### src/rtl/gyro_scale_pkg.sv
`default_nettype none
// ============================================================================
// Module      : gyro_scale_pkg
// Description : Shared types and constants for the gyro rate scaler:
//               FSM state encoding, default full-scale coefficients and
//               helpers for accumulator width and rounding shift.
// Revision    : 1.0 - initial release
// ============================================================================
package gyro_scale_pkg;

  // Control FSM of the scaler
  typedef enum logic [1:0] {
    IDLE = 2'd0,
    MUL  = 2'd1,
    RND  = 2'd2,
    DONE = 2'd3
  } state_t;

  // round(2^24 / sensitivity) for the four full-scale ranges
  localparam int unsigned COEF0_DEF = 128070;   // +-250  dps, 131  LSB/dps
  localparam int unsigned COEF1_DEF = 256141;   // +-500  dps, 65.5 LSB/dps
  localparam int unsigned COEF2_DEF = 511500;   // +-1000 dps, 32.8 LSB/dps
  localparam int unsigned COEF3_DEF = 1023001;  // +-2000 dps, 16.4 LSB/dps

  // Accumulator width: (IN_W+1)-bit difference times COEF_W-bit magnitude, plus sign
  function automatic int acc_width(input int in_w, input int coef_w);
    return in_w + coef_w + 2;
  endfunction

  // Right shift that drops the coefficient scale down to the output fraction
  function automatic int rnd_shift(input int coef_shift, input int frac_w);
    return coef_shift - frac_w;
  endfunction

  // Values for the default parameter set
  localparam int ACC_W = acc_width(16, 24);
  localparam int S     = rnd_shift(24, 16);

endpackage
`default_nettype wire

### src/rtl/serial_shift_add_mult.sv
`default_nettype none
// ============================================================================
// Module      : serial_shift_add_mult
// Description : Signed x unsigned iterative multiplier, one multiplier bit
//               per cycle, LSB first. start_i clears the accumulator; done_o
//               flags the cycle in which the final partial product is added.
// Revision    : 1.0 - initial release
// ============================================================================
module serial_shift_add_mult #(
  parameter int A_W   = 17,
  parameter int B_W   = 24,
  parameter int ACC_W = 42
) (
  input  logic                    clk_in,
  input  logic                    rst_n,
  input  logic                    start_i,
  input  logic signed [A_W-1:0]   a_i,
  input  logic        [B_W-1:0]   b_i,
  output logic signed [ACC_W-1:0] acc_o,
  output logic                    done_o
);

  localparam int BIT_W = (B_W > 1) ? $clog2(B_W) : 1;

  logic                    run_q;
  logic [BIT_W-1:0]        bit_q;
  logic signed [ACC_W-1:0] acc_q;
  logic signed [ACC_W-1:0] a_ext_w;
  logic signed [ACC_W-1:0] term_w;

  // Operands are held stable by the caller for the whole multiplication
  assign a_ext_w = ACC_W'(a_i);
  assign term_w  = b_i[bit_q] ? (a_ext_w <<< bit_q) : '0;
  assign done_o  = run_q && (bit_q == BIT_W'(B_W - 1));
  assign acc_o   = acc_q;

  // One shift-add step per cycle until the top multiplier bit is consumed
  always_ff @(posedge clk_in or negedge rst_n) begin
    if (!rst_n) begin
      run_q <= 1'b0;
      bit_q <= '0;
      acc_q <= '0;
    end else if (start_i) begin
      run_q <= 1'b1;
      bit_q <= '0;
      acc_q <= '0;
    end else if (run_q) begin
      acc_q <= acc_q + term_w;
      if (done_o) begin
        run_q <= 1'b0;
      end else begin
        bit_q <= bit_q + 1'b1;
      end
    end
  end

endmodule
`default_nettype wire

### src/rtl/gyro_rate_scaler.sv
`default_nettype none
// ============================================================================
// Module      : gyro_rate_scaler
// Description : Multi-channel gyro pre-processor. Subtracts bias, multiplies
//               by the full-scale coefficient with a serial multiplier, rounds
//               to Q(OUT_W-FRAC_W).FRAC_W dps and publishes all channels at
//               once. Counts sample sets offered while busy.
//               Build option GYRO_RATE_SAT_EN: clamp instead of wrap when the
//               rounded result exceeds OUT_W bits.
// Revision    : 1.0 - initial release
// ============================================================================
module gyro_rate_scaler
  import gyro_scale_pkg::*;
#(
  parameter int                CH_NUM     = 3,
  parameter int                IN_W       = 16,
  parameter int                FRAC_W     = 16,
  parameter int                OUT_W      = 32,
  parameter int                COEF_W     = 24,
  parameter int                COEF_SHIFT = 24,
  parameter logic [COEF_W-1:0] COEF0      = COEF_W'(COEF0_DEF),
  parameter logic [COEF_W-1:0] COEF1      = COEF_W'(COEF1_DEF),
  parameter logic [COEF_W-1:0] COEF2      = COEF_W'(COEF2_DEF),
  parameter logic [COEF_W-1:0] COEF3      = COEF_W'(COEF3_DEF)
) (
  input  logic                      clk_in,
  input  logic                      rst_n,
  input  logic                      en_in,
  input  logic [CH_NUM*IN_W-1:0]    x_in,
  input  logic [CH_NUM*IN_W-1:0]    bias_in,
  input  logic [1:0]                fs_sel_in,
  input  logic                      in_vld,
  output logic                      in_rdy,
  output logic [CH_NUM*OUT_W-1:0]   rate_out,
  output logic                      out_vld,
  output logic                      busy_out,
  output logic [7:0]                drop_cnt_out
);

  localparam int DW        = IN_W + 1;
  localparam int ACC_WIDTH = acc_width(IN_W, COEF_W);
  localparam int RND_SHIFT = rnd_shift(COEF_SHIFT, FRAC_W);
  localparam int CH_W      = (CH_NUM > 1) ? $clog2(CH_NUM) : 1;

  state_t                   state_q, state_d;
  logic [CH_W-1:0]          ch_q, ch_d;
  logic [COEF_W-1:0]        coef_q;
  logic [COEF_W-1:0]        coef_sel_w;
  logic signed [DW-1:0]     d_q    [CH_NUM];
  logic signed [OUT_W-1:0]  work_q [CH_NUM];
  logic [CH_NUM*OUT_W-1:0]  rate_q;
  logic                     out_vld_q;
  logic [7:0]               drop_q;

  logic                     accept_w;
  logic                     mul_start_w;
  logic                     mul_done_w;
  logic                     rnd_wr_w;
  logic                     publish_w;
  logic signed [DW-1:0]     a_sel_w;
  logic signed [ACC_WIDTH-1:0] acc_w;
  logic signed [ACC_WIDTH-1:0] rnd_w;
  logic signed [OUT_W-1:0]  narrow_w;

  assign in_rdy       = en_in && (state_q == IDLE);
  assign accept_w     = in_vld && in_rdy;
  assign busy_out     = (state_q != IDLE);
  assign rate_out     = rate_q;
  assign out_vld      = out_vld_q;
  assign drop_cnt_out = drop_q;

  // Full-scale coefficient chosen by the range select
  always_comb begin
    coef_sel_w = COEF0;
    case (fs_sel_in)
      2'd1:    coef_sel_w = COEF1;
      2'd2:    coef_sel_w = COEF2;
      2'd3:    coef_sel_w = COEF3;
      default: coef_sel_w = COEF0;
    endcase
  end

  // State register and channel index
  always_ff @(posedge clk_in or negedge rst_n) begin
    if (!rst_n) begin
      state_q <= IDLE;
      ch_q    <= '0;
    end else begin
      state_q <= state_d;
      ch_q    <= ch_d;
    end
  end

  // Next-state logic: multiply each channel, round it, then publish all
  always_comb begin
    state_d     = state_q;
    ch_d        = ch_q;
    mul_start_w = 1'b0;
    rnd_wr_w    = 1'b0;
    publish_w   = 1'b0;
    case (state_q)
      IDLE: begin
        if (accept_w) begin
          state_d     = MUL;
          ch_d        = '0;
          mul_start_w = 1'b1;
        end
      end
      MUL: begin
        if (mul_done_w) begin
          state_d = RND;
        end
      end
      RND: begin
        rnd_wr_w = 1'b1;
        if (ch_q == CH_W'(CH_NUM - 1)) begin
          state_d = DONE;
        end else begin
          ch_d        = ch_q + 1'b1;
          state_d     = MUL;
          mul_start_w = 1'b1;
        end
      end
      DONE: begin
        publish_w = 1'b1;
        state_d   = IDLE;
      end
      default: state_d = IDLE;
    endcase
  end

  // Capture bias-corrected samples and the coefficient at accept; the extra
  // bit keeps x - bias exact over the full input range
  always_ff @(posedge clk_in or negedge rst_n) begin
    if (!rst_n) begin
      coef_q <= '0;
      for (int k = 0; k < CH_NUM; k++) begin
        d_q[k] <= '0;
      end
    end else if (accept_w) begin
      coef_q <= coef_sel_w;
      for (int k = 0; k < CH_NUM; k++) begin
        d_q[k] <= DW'($signed(x_in[k*IN_W +: IN_W])) - DW'($signed(bias_in[k*IN_W +: IN_W]));
      end
    end
  end

  // Multiplicand of the channel currently being processed
  always_comb begin
    a_sel_w = '0;
    for (int k = 0; k < CH_NUM; k++) begin
      if (ch_q == CH_W'(k)) begin
        a_sel_w = d_q[k];
      end
    end
  end

  serial_shift_add_mult #(
    .A_W   (DW),
    .B_W   (COEF_W),
    .ACC_W (ACC_WIDTH)
  ) u_mult (
    .clk_in  (clk_in),
    .rst_n   (rst_n),
    .start_i (mul_start_w),
    .a_i     (a_sel_w),
    .b_i     (coef_q),
    .acc_o   (acc_w),
    .done_o  (mul_done_w)
  );

  generate
    if (RND_SHIFT > 0) begin : g_rnd
      localparam logic signed [ACC_WIDTH-1:0] HALF = ACC_WIDTH'(1) <<< (RND_SHIFT - 1);
      assign rnd_w = (acc_w + HALF) >>> RND_SHIFT;
    end else begin : g_no_rnd
      assign rnd_w = acc_w;
    end
  endgenerate

`ifdef GYRO_RATE_SAT_EN
  logic [ACC_WIDTH-OUT_W:0] hi_w;
  logic                     ovf_w;
  // Bits above the output sign must all match it, otherwise the result is out of range
  assign hi_w  = rnd_w[ACC_WIDTH-1:OUT_W-1];
  assign ovf_w = ~((&hi_w) | ~(|hi_w));

  // Clamp to the most negative / most positive OUT_W value on overflow
  always_comb begin
    narrow_w = OUT_W'(rnd_w);
    if (ovf_w) begin
      narrow_w = rnd_w[ACC_WIDTH-1] ? {1'b1, {(OUT_W-1){1'b0}}} : {1'b0, {(OUT_W-1){1'b1}}};
    end
  end
`else
  // Two's-complement wrap to the output width
  always_comb begin
    narrow_w = OUT_W'(rnd_w);
  end
`endif

  // Working registers: one rounded result per channel, hidden until DONE
  always_ff @(posedge clk_in or negedge rst_n) begin
    if (!rst_n) begin
      for (int k = 0; k < CH_NUM; k++) begin
        work_q[k] <= '0;
      end
    end else begin
      for (int k = 0; k < CH_NUM; k++) begin
        if (rnd_wr_w && (ch_q == CH_W'(k))) begin
          work_q[k] <= narrow_w;
        end
      end
    end
  end

  // Publish all channels together with a single-cycle valid
  always_ff @(posedge clk_in or negedge rst_n) begin
    if (!rst_n) begin
      rate_q    <= '0;
      out_vld_q <= 1'b0;
    end else begin
      out_vld_q <= publish_w;
      if (publish_w) begin
        for (int k = 0; k < CH_NUM; k++) begin
          rate_q[k*OUT_W +: OUT_W] <= work_q[k];
        end
      end
    end
  end

  // Saturating count of sample sets offered while the block is busy
  always_ff @(posedge clk_in or negedge rst_n) begin
    if (!rst_n) begin
      drop_q <= '0;
    end else if (in_vld && en_in && !in_rdy && (drop_q != 8'hFF)) begin
      drop_q <= drop_q + 8'd1;
    end
  end

endmodule
`default_nettype wire
### config.mk
export PLATFORM = sky130hd
export DESIGN_NAME = gyro_rate_scaler
export DESIGN_NICKNAME = d
export VERILOG_FILES = /design/src/rtl/gyro_scale_pkg.sv /design/src/rtl/serial_shift_add_mult.sv /design/src/rtl/gyro_rate_scaler.sv
export SDC_FILE = /design/constraint.sdc
export NUM_CORES = 1
export LEC_CHECK = 0
export CORE_ASPECT_RATIO = 0.9
export CORE_MARGIN = 4
export CORE_UTILIZATION = 55
export CTS_BUF_LIST = sky130_fd_sc_hd__clkbuf_4
export CTS_CLUSTER_DIAMETER = 200
export DETAILED_ROUTE_END_ITERATION = 12
export HOLD_SLACK_MARGIN = 0.12
export MAX_ROUTING_LAYER = met4
export PLACE_DENSITY = 0.78
export SLEW_MARGIN = 20
export SYNTH_ARGS = -nofsm -noshare
export SYNTH_HDL_FRONTEND = slang
export SYNTH_SLANG_ARGS = --single-unit
### constraint.sdc
create_clock -name clk_in -period 7.95 [get_ports clk_in]
set_clock_uncertainty 0.15 [all_clocks]
set_input_delay 0.795 -clock clk_in [delete_from_list [all_inputs] [get_ports clk_in]]
set_output_delay 0.795 -clock clk_in [all_outputs]
set_load 0.01 [all_outputs]
# == Word level (Yosys, flattened, before mapping) ==
# Cells that the tools add are included.
# totals
register_bits,328
in_bits,102
output_inout_bits,107
# op_classes
add_sub_neg,8
n_lt_le_gt_ge,1
eq_ne,14
shifts,1
muxes,27
reduce_logical,18
# op_table
cell,n
$mux 42,3
$pmux 20 s3,1
$mux 17,3
$sub 16x16->17,3
$add 42x42->42,1
$sshl 42x5->42,1
$add 40x9->40 const B,1
$mux 5,3
$eq 2x2->1 const B,5
$mux 2,5
$logic_and 1x1->1,9
$add 8x1->8 const B,1
$mux 1,8
$ne 2x2->1 const B,4
$ne 8x8->1 const B,1
$pmux 2 s4,1
$eq 2x1->1 const B,3
$lt 5x6->1 const B,1
$reduce_bool 2->1,3
$add 5x1->5 const B,1
$bmux 1 s5,1
$eq 5x5->1 const B,1
$logic_not 2->1,2
$pmux 2 s2,1
other kinds (5),6

# == Longest topological paths before layout ==
# depth
ltp_word,9
depth_mapped,25
depth_no_buf,23

# == Modules after synthesis ==
# From an unflattened synthesis, not the netlist that was laid out.
# unflattened
cells_unflattened,2029
hier_area_um2,19152.1
# modules_own_cells
module,n_inst,cells_each,area_each_um2,seq_area_each_um2
gyro_rate_scaler,1,1315,13330.3,6706.4
serial_shift_add_mult,1,714,5821.8,1201.2

# == Least setup slack after synthesis ==
# Ideal clock, no wire load.
# synth_timing
path_kind,register -> register
start,register ch_q[0]
end,register u_mult.acc_q[38] (netlist: u_mult.acc_o[38])
setup_ns,0.128
arrival_ns,4.311
t_required_ns,7.672
slack_ns,3.360
path_stages_with_launch,25
synth_period_minus_slack_ns,4.590
path_cell_list,dfrtp_1 > inv_1 > ha_1 > buf_2 > nor2b_1 > buf_2 > a221o_1 > and3_1 > a21oi_1 > mux2i_1 > a21oi_1 > a211oi_1 > a21oi_1 > nor2_1 > ha_1 > a21o_1 > a21o_1 > a311o_1 > a21oi_1 > o31ai_1 > a21oi_1 > nand2_1 > a41oi_1 > mux2i_1 > nand3_1
# synth_via
elab_chain_cells,9
# synth_lines
element,line_no,source
from (decl),gyro_rate_scaler.sv:46,"logic [CH_W-1:0] ch_q, ch_d;"
from (signal assigned),gyro_rate_scaler.sv:90,ch_q <= ch_d;
$logic_not 2->1,gyro_rate_scaler.sv:152,if (ch_q == CH_W'(k)) begin
$mux 17 (3 in a row),gyro_rate_scaler.sv:152,
$sshl 42x5->42,serial_shift_add_mult.sv:33,assign term_w = b_i[bit_q] ? (a_ext_w <<< bit_q) : '0;
$mux 42,serial_shift_add_mult.sv:33,
$add 42x42->42,serial_shift_add_mult.sv:48,acc_q <= acc_q + term_w;
$mux 42,serial_shift_add_mult.sv:47,end else if (run_q) begin
$mux 42,serial_shift_add_mult.sv:43,end else if (start_i) begin
to (signal assigned),serial_shift_add_mult.sv:48,
to (decl),serial_shift_add_mult.sv:27,logic signed [ACC_W-1:0] acc_q;
# Parallel ways exist; a longest one is shown, timed or not. The select of a mux whose other input is x is not followed.
# A chain may end at the register's enable or synchronous reset.

# == Worst setup path in the final report ==
# layout_timing
start,register ch_q[1]
end,register u_mult.acc_q[38] (netlist: u_mult.acc_o[38])
# Same word-level chain as after synthesis.

==> results.md <==
* Post-CTS Setup Bufs at 0
* Via count at 14,900
* Critical Path Most Common Cell: a21oi_1
* Critical path type: flip-flop to flip-flop
* Synth Register Bits at 314
* Most frequent cells in the layout: dfrtp_1 (313), nand2_1 (251), clkdlybuf4s50_1 (207)
* Worst r2r src: ch_q[1]
* Cts bufs inserted at 82
* Die ar. at 0.0360 sq mm
* Leak at 10.4 nW
* Num ports at 209
* Largest net degree at the start of global routing at 130
* Syn_area_per_cell at 9.48 sq um
* Largest area contributor in the netlist: dfrtp_1
* First-pass iteration count of the detailed router at 5
* Std-Cell Rows at 62
* Overall routed net length at 45.6 mm
* Max VDD drop at 0.142 mV
* Hold Slack at 0.314 ns
* Routed WL per cell at 17.5 um
* Worst-path clk slew at 0.06 ns
* Die width at 200 um
* Number of synthesized flops with an enable pin at 0
* First-pass GRT wire length at 75.7 mm
* Port bufs at 208
* Finished Layout Cells at 2,606
* Final worst slack at 2.06 ns
* Status: complete, no violations
* Seq/Total Area, Yosys at 0.432
* Final net count at 2,344
* Max Cap Viol at 0
* Total chip power at 7.44 mW
* Final Slew Violations at 0
* Worst EP required at 8.39 ns
* Final Hold Vio Count at 0
* Yosys warnings at 0
* CP Capture Type: flip-flop
* Startpoint types: flip-flop
* Arrival time at the worst endpoint at 6.33 ns
* Starting density of the core at 0.563
* Total gr overflow at 0
* Setup violators final at 0
* Commonest non-fill, non-tap cell in the layout: dfrtp_1
* CP delay by family, top: compound AO/OA/AOI/OAI gates
* Async S/R FF share, synth at 1.00
* Vias in the first global route at 14,800
* Max Freq at 170 MHz
* Cell area after synthesis at 0.0182 sq mm
* Post-route DRC violation count at 0
* Clock Tree Root: clkbuf_4
* Final TNS setup at 0 ns
* WP buf/inv at 1
* Slowest stage delay, CP at 0.65 ns
* Post-DP HPWL at 33.9 mm
* Worst rel slew slack at 0.294
* Placed cells at 2,470
* Layout cell share with drive strength beyond 1 at 0.127
* Core Util, Final at 0.669
* Dpl ws at 2.20 ns
* CP max FO at 24
* Cell chain of the critical path: inv_1 -> ha_1 -> nor2b_1 -> a22oi_1 -> o21ai_0 -> mux2i_1 -> mux2_2 -> nor2_1 -> a21oi_1 -> a211oi_1 -> a21oi_1 -> nor2_1 -> ha_1 -> a21o_1 -> a21o_1 -> a311o_1 -> a21oi_1 -> o31ai_1 -> a21oi_1 -> nand2_1 -> a41oi_1 -> mux2i_1 -> nand3_1
* Final instance area at 0.0216 sq mm
* Die Y at 180 um
* Routability cong. at 0.950
* DR iter-0 viols at 1,049
* RSZ-0062 raised after global routing: no
* Core Box Area at 0.0323 sq mm
* Most area-consuming cells after synthesis: dfrtp_1 (43%), ha_1 (6.8%), mux2_2 (6.8%)
* Mapped Nets at 2,123
* HP Class: flip-flop to flip-flop
* Vias per inst at 5.72
* HP Start: work_q[54]
* Number of H-tree levels at 3
* R2R Setup Slk at 2.06 ns
* Cell Area, Placed at 0.0206 sq mm
* Global-route usage over all layers at 0.263
* Post-synth top area share at 0.432
* Clk buf depth at 3
* Worst slew pin tran at 1.06 ns
* Sink Count at 314
* Cell variety after synth at 80
* Post-Syn Instances at 1,918
* Crit share post-route at 0.740
* Antenna violations before repair at 1
* Crit-path slowest cell: ha_1
* Power per cell area at 344 mW/mm^2
* Clock latency on the worst-skew pair at 0.74 ns
* P&R area growth vs syn at 18.8%
* Worst setup startpoint: ch_q[1]
* Post-DRT Antenna Nets at 0
* TritonCTS clock tree: built
* Main synth FF type: dfrtp_1
* Final critical-path required period at 5.89 ns
-- layer usage --
metal	track usage	wire length, um	up-vias
met4	0.0663	721	0
li1	-	-	7219
met1	0.367	21400	7240
met3	0.0413	2210	59
met2	0.407	21300	390
met5	-	0	-
-- cells by family (layout without fill, tap and decap cells) --
logic type	after synthesis	count (layout)	synth area share
AO/OA/AOI/OAI	458	458	0.154
flip-flops	314	314	0.432
multiplexers	173	173	0.107
AND/OR/NAND/NOR	595	595	0.149
other	0	1	0
XOR/XNOR	98	98	0.0472
adder cells (fa/ha/maj)	103	103	0.0725
buffers and inverters	177	448	0.0375
-- final timing paths --
check	cells past startpoint	end
max in group asynchronous	3	u_mult.run_q
worst min register to register	1	rate_out[54]
min in group asynchronous	2	drop_cnt_out[3]
worst max register to register	23	u_mult.acc_o[38]
worst max-delay path	23	u_mult.acc_o[38]
worst min-delay path	1	rate_out[54]
-- state kept, by name, summed over array words and instances, names as in the netlist --
name,count
out_vld,1
u_mult.bit_q,5
ch_q,2
state_q,2
rate_out,96
work_q,96
drop_cnt_out,8
u_mult.acc_o,40
d_q,51
coef_q,12
u_mult.run_q,1
-- final cells by class --
class                   instances  area, sq um
clock buffers                 113          848
fillers                      2591        10700
diodes                          1         2.50
multi-input cells            1427         9670
well taps                     416          520
repair buffers                220         2190
flip-flops and latches        314         7860
inverters                      94          353
clock inverters                21          156
-- where the power goes --
part	internal (mW)	switching, mW	total, mW
Sequential	1.98	0.415	2.39
Clock	0.723	0.659	1.38
Combinational	1.50	2.16	3.66
Total	4.20	3.24	7.44
-- Yosys cell counts, types with 15 or more instances --
library cell,n
dfrtp_1,314
nand2_1,255
nor2_1,145
o21ai_0,122
mux2_2,110
ha_1,99
a21oi_1,97
inv_1,92
o21ai_1,81
clkbuf_1,61
mux2i_1,55
xnor2_1,54
nand3_1,50
xor2_1,44
a21o_1,26
nor2b_1,23
nor3_1,21
nand2b_1,18
o21a_1,17
a31oi_1,16
and3_1,15
-- what timing repair did --
item,4_1_cts,5_1_grt
hold buffers,1,0
hold endpoints to repair,127,0
resized for setup,0,0
setup endpoints to repair,0,0
No activity file was read; power rests on OpenSTA's default activity.
